===== src/rtl/bp_pkg.sv =====
// Shared sizing, FSM encoding and helpers for the bp_sched job scheduler.
package bp_pkg;
  localparam int NUM_REQ    = 2;
  localparam int ROW_W      = 16;
  localparam int GUY_W      = 3;
  localparam int MOVE_W     = 2;
  localparam int MAX_ROWS   = 64;
  localparam int WDOG_LIMIT = 1023;
  localparam int PTR_W      = 1;
  localparam int CNT_W      = 7;
  localparam int WDOG_W     = 10;

  typedef enum logic [2:0] {S_IDLE, S_GRANT, S_LOAD, S_RUN, S_DONE} state_t;

  function automatic logic [NUM_REQ-1:0] idx2oh(input logic [PTR_W-1:0] idx);
    return NUM_REQ'(1) << idx;
  endfunction
endpackage


===== src/rtl/bp_rr_arb.sv =====
// Combinational round-robin pick: first requester at or after rr_ptr wins.
module bp_rr_arb import bp_pkg::*; (
  input  logic [NUM_REQ-1:0] req,
  input  logic [PTR_W-1:0]   rr_ptr,
  output logic [NUM_REQ-1:0] pick
);
  logic             w_found;
  logic [PTR_W-1:0] w_idx;

  // NUM_REQ is a power of two, so the index wraps by plain overflow.
  always_comb begin
    pick    = '0;
    w_found = 1'b0;
    w_idx   = rr_ptr;
    for (int i = 0; i < NUM_REQ; i++) begin
      w_idx = rr_ptr + PTR_W'(i);
      if (!w_found && req[w_idx]) begin
        pick[w_idx] = 1'b1;
        w_found     = 1'b1;
      end
    end
  end
endmodule


===== src/rtl/bp_sched.sv =====
// bp_sched: round-robin job scheduler feeding one shared move engine.
// Define BP_SCHED_WDOG_EN to add a RUN-state watchdog on engine silence.
module bp_sched import bp_pkg::*; (
  input  logic                     clk,
  input  logic                     rst,
  input  logic [NUM_REQ-1:0]       req,
  output logic [NUM_REQ-1:0]       gnt,
  input  logic [NUM_REQ-1:0]       s_valid,
  input  logic [NUM_REQ*GUY_W-1:0] s_guy,
  input  logic [NUM_REQ*ROW_W-1:0] s_row,
  output logic                     e_in_valid,
  output logic [GUY_W-1:0]         e_guy,
  output logic [ROW_W-1:0]         e_row,
  input  logic                     e_out_valid,
  input  logic [MOVE_W-1:0]        e_out,
  output logic [NUM_REQ-1:0]       r_valid,
  output logic [MOVE_W-1:0]        r_out,
  output logic                     busy,
  output logic                     err
);
  state_t             r_state, w_next;
  logic [NUM_REQ-1:0] w_pick, r_rvalid;
  logic [PTR_W-1:0]   w_pick_idx, r_ptr, r_owner;
  logic [CNT_W-1:0]   r_rows;
  logic               r_in_seen, r_out_seen, r_ovf, r_err, r_in_valid;
  logic [GUY_W-1:0]   r_guy;
  logic [ROW_W-1:0]   r_row;
  logic [MOVE_W-1:0]  r_rout;
  logic               w_sv;
  logic [GUY_W-1:0]   w_sg;
  logic [ROW_W-1:0]   w_sr;
  logic               w_accept, w_ovf_row, w_load_end, w_run_end;
  logic               w_wdog_hit, w_wdog_fire;

  bp_rr_arb u_arb (.req(req), .rr_ptr(r_ptr), .pick(w_pick));

  always_comb begin
    w_pick_idx = '0;
    for (int i = 0; i < NUM_REQ; i++)
      if (w_pick[i]) w_pick_idx = PTR_W'(i);
  end

  assign w_sv = s_valid[r_owner];
  assign w_sg = s_guy[int'(r_owner)*GUY_W +: GUY_W];
  assign w_sr = s_row[int'(r_owner)*ROW_W +: ROW_W];

  // Rows past MAX_ROWS are swallowed; only the first one raises err.
  assign w_accept   = (r_state == S_LOAD) && w_sv && (r_rows <  CNT_W'(MAX_ROWS));
  assign w_ovf_row  = (r_state == S_LOAD) && w_sv && (r_rows == CNT_W'(MAX_ROWS));
  assign w_load_end = (r_state == S_LOAD) && r_in_seen && !w_sv;
  assign w_run_end  = (r_state == S_RUN) && r_out_seen && !e_out_valid;

`ifdef BP_SCHED_WDOG_EN
  logic [WDOG_W-1:0] r_wdog;
  assign w_wdog_hit  = (r_state == S_RUN) && !e_out_valid && (r_wdog == WDOG_W'(WDOG_LIMIT - 1));
  assign w_wdog_fire = (r_state == S_RUN) && (r_wdog == WDOG_W'(WDOG_LIMIT));
  always_ff @(posedge clk or posedge rst) begin
    if (rst)                                 r_wdog <= '0;
    else if (r_state != S_RUN || e_out_valid) r_wdog <= '0;
    else if (!w_wdog_fire)                   r_wdog <= r_wdog + 1'b1;
  end
`else
  assign w_wdog_hit  = 1'b0;
  assign w_wdog_fire = 1'b0;
`endif

  always_ff @(posedge clk or posedge rst) begin
    if (rst) r_state <= S_IDLE;
    else     r_state <= w_next;
  end

  always_comb begin
    w_next = r_state;
    case (r_state)
      S_IDLE:  if (|req) w_next = S_GRANT;
      S_GRANT: w_next = S_LOAD;
      S_LOAD:  if (w_load_end) w_next = S_RUN;
      S_RUN:   if (w_run_end || w_wdog_fire) w_next = S_DONE;
      S_DONE:  w_next = S_IDLE;
      default: w_next = S_IDLE;
    endcase
  end

  always_ff @(posedge clk or posedge rst) begin
    if (rst) begin
      r_ptr      <= '0;
      r_owner    <= '0;
      r_rows     <= '0;
      r_in_seen  <= 1'b0;
      r_out_seen <= 1'b0;
      r_ovf      <= 1'b0;
      r_err      <= 1'b0;
      r_in_valid <= 1'b0;
      r_guy      <= '0;
      r_row      <= '0;
      r_rvalid   <= '0;
      r_rout     <= '0;
    end else begin
      r_err      <= (w_ovf_row && !r_ovf) || w_wdog_hit;
      r_in_valid <= w_accept;
      if (w_accept) begin
        r_guy <= w_sg;
        r_row <= w_sr;
      end
      r_rvalid <= (r_state == S_RUN && e_out_valid) ? idx2oh(r_owner) : '0;
      r_rout   <= (r_state == S_RUN && e_out_valid) ? e_out : '0;
      case (r_state)
        S_IDLE:  if (|req) r_owner <= w_pick_idx;
        S_GRANT: begin
          r_rows     <= '0;
          r_ovf      <= 1'b0;
          r_in_seen  <= 1'b0;
          r_out_seen <= 1'b0;
        end
        S_LOAD: begin
          if (w_accept)  r_rows    <= r_rows + 1'b1;
          if (w_ovf_row) r_ovf     <= 1'b1;
          if (w_sv)      r_in_seen <= 1'b1;
        end
        S_RUN:   if (e_out_valid) r_out_seen <= 1'b1;
        S_DONE:  r_ptr <= r_owner + 1'b1;
        default: ;
      endcase
    end
  end

  assign gnt        = (r_state == S_GRANT) ? idx2oh(r_owner) : '0;
  assign busy       = (r_state != S_IDLE);
  assign err        = r_err;
  assign e_in_valid = r_in_valid;
  assign e_guy      = r_guy;
  assign e_row      = r_row;
  assign r_valid    = r_rvalid;
  assign r_out      = r_rout;
endmodule


===== config.mk =====
export PLATFORM = sky130hd
export DESIGN_NAME = bp_sched
export DESIGN_NICKNAME = d
export VERILOG_FILES = /design/src/rtl/bp_pkg.sv /design/src/rtl/bp_rr_arb.sv /design/src/rtl/bp_sched.sv
export SDC_FILE = /design/constraint.sdc
export NUM_CORES = 1
export LEC_CHECK = 0
export ABC_AREA = 1
export BUFFER_PORTS_ARGS = -buffer_cell sky130_fd_sc_hd__buf_2
export CORE_MARGIN = 2
export CORE_UTILIZATION = 49
export CTS_CLUSTER_DIAMETER = 40
export DETAILED_ROUTE_END_ITERATION = 12
export PLACE_DENSITY = 0.84
export SYNTH_ARGS = -nofsm -noshare
export SYNTH_HDL_FRONTEND = slang
export SYNTH_HIERARCHICAL = 1
export SYNTH_SLANG_ARGS = --single-unit
export TNS_END_PERCENT = 5

===== constraint.sdc =====
create_clock -name clk -period 2.12 [get_ports clk]
set_clock_uncertainty 0.2 [all_clocks]
set_input_delay 0.212 -clock clk [delete_from_list [all_inputs] [get_ports clk]]
set_output_delay 0.212 -clock clk [all_outputs]
set_load 0.1 [all_outputs]

==> metrics.yaml <==
outcome: "completed"
core_sq_um: 3940
viasPerCell: 4.72
cp_data_required_time_ns: 1.71
ios: 75
die_area_sq_um: 4590
hp-class: "in -> reg"
syn_to_final_growth_pct: 29.6
fill_cells: 339
drtIter0Drc: 73
ant_nets: 0
initial_core_util: 0.505
slew_viol_final: 0
crit-reg2reg-launch: "r_state[0]$_DFFE_PP0P_"
pre_cts_slack_ns: 0.350
worstHoldStart: "s_row[4]"
drtPass1Iterations: 4
final_net_count: 400
netlist_area_sq_um: 1990
fin_crit_sh: 0.935
yosysWarningCount: 6
max_slew.worst_pin.slew_ns: 0.497
wl_per_cell_um: 11.3
p_per_area_nw_per_um2: 1750
grt_pass1_wl_um: 7380
clk_pin_slew_ns: 0.07
cts_root_buf: "clkbuf_8"
insertion_delay_ns: 0.29
final_area_sq_um: 2580
cp-startpoint: "r_state[1]$_DFFE_PP0P_"
cts_tree: "built"
synth.avg_cell_area_sq_um: 7.38
endpoint_kind: "output port"
cap_violations: 0
worstSetupStartpointType: "register"
vias: 1896
dp_hpwl_um: 3350
die_x_um: 67.8
antenna_cells: 0
max_freq_ghz: 0.504
cts_buffers: 5
grt_use_met3: 0.0650
dp.cells: 390
relSlewSlack: 0.671
h-tree-depth: 2
antenna_found_initial: 0
grt_use_met1: 0.248
worstPathArrival_ns: 1.57
grt_pass1_vias: 1728
gr-usage-all-layers: 0.219
fin_hold_ws_ns: 0.00913
drive_gt1_frac: 0.270
clock_sinks: 40
grt_max_degree: 31
ir_drop_uv: 941
routed_wl_um: 4550
met2_usage: 0.384
fin_cells: 402
finalCriticalPeriod_ns: 1.98
hold_viol_final: 0
drc: 0
syn_inst: 270
postLayoutSetupSlackWorst_ns: 0.137
setup_viol: 0
cts_buffer_depth: 2
grt_most_used_layer: "met2"
globalplace.congestion: 0.865
placed_area_sq_um: 2430
path_class: "reg -> out"
rsz0062_at_grt: "no"
p_leak_nw: 1.54
syn-num-nets: 319
overflow: 0
fp-row-count: 23
cp_max_fo: 6
die_y_um: 67.8
io_buffer_count: 74
-- critical path, cell delays in order (launching register included) --
cell,delay [ns]
dfrtp_1,0.46
inv_1,0.12
nand3_1,0.21
nor2_1,0.15
clkbuf_4,0.34
-- through the flow --
step | power (W) | setup TNS, ns | utilization
after floorplan | 0.00342 | -0.573 | -
after global placement | 0.00388 | 0 | 0.617
after detailed placement | 0.00394 | 0 | 0.617
after CTS | 0.00456 | 0 | 0.654
after global routing | 0.00478 | 0 | 0.655
final | 0.00452 | 0 | 0.655
-- state kept, by name, indices dropped and copies added, names as in the netlist --
| signal | count |
|---|---|
| e_guy | 3 |
| e_in_valid | 1 |
| e_row | 16 |
| err | 1 |
| r_in_seen | 1 |
| r_out | 2 |
| r_out_seen | 1 |
| r_ovf | 1 |
| r_owner | 1 |
| r_ptr | 1 |
| r_rows | 7 |
| r_state | 3 |
| r_valid | 2 |
-- metal layers --
layer | up-vias | wire, um | part of all wire
li1 | 985 | - | -
met1 | 847 | 1890 | 0.42
met2 | 58 | 2250 | 0.49
met3 | 6 | 364 | 0.080
met4 | 0 | 48 | 0.011
met5 | - | 0 | 0
-- layout by cell type (no fill, tap or decap), drive strengths merged --
master,n
nand2,150
buf,77
dfrtp,40
nor2,23
inv,17
nand3,11
clkbuf,7
o21ai,5
dlygate4sd3,4
nor3,3
a21oi,3
nand4,2
xor2,2
ha,2
clkinv,2
or2,1
a31oi,1
nor3b,1
bufinv,1
-- final cells by class --
class	instances	area (sq um)	area share
tap	50	62.6	0.0242
clock buffer	6	72.6	0.0281
multi-input combinational	204	868	0.336
clock inverter	2	35.0	0.0136
timing repair buffer	82	470	0.182
sequential	40	1000	0.388
inverter	18	72.6	0.0281
-- final timing paths --
kind                                    endpoint  slack (ns)  depth (start not counted)
max                                       gnt[0]        0.14                          4
min                         e_row[4]$_DFFE_PP0P_       0.009                          5
max reg2reg                 e_guy[1]$_DFFE_PP0P_        0.52                          7
min reg2reg                        err$_DFF_PP0_        0.24                          1
max in group asynchronous  r_rows[4]$_DFFE_PP0P_        0.92                          4
min in group asynchronous   r_valid[1]$_DFF_PP0_        0.29                          3
-- power by group --
group / internal (W) / switching, W
clock network: 0.000349 / 0.000247
logic: 0.000518 / 0.00224
registers: 0.00101 / 0.000159
-- what timing repair did --
action / in CTS / in global routing
resized for setup: 0 / 1
buffers inserted: 0 / 0
hold buffers: 4 / 0
hold endpoints to repair: 13 / 0
endpoints found under the setup margin: 0 / 1
Note: power is estimated with default switching activity, not from simulation.
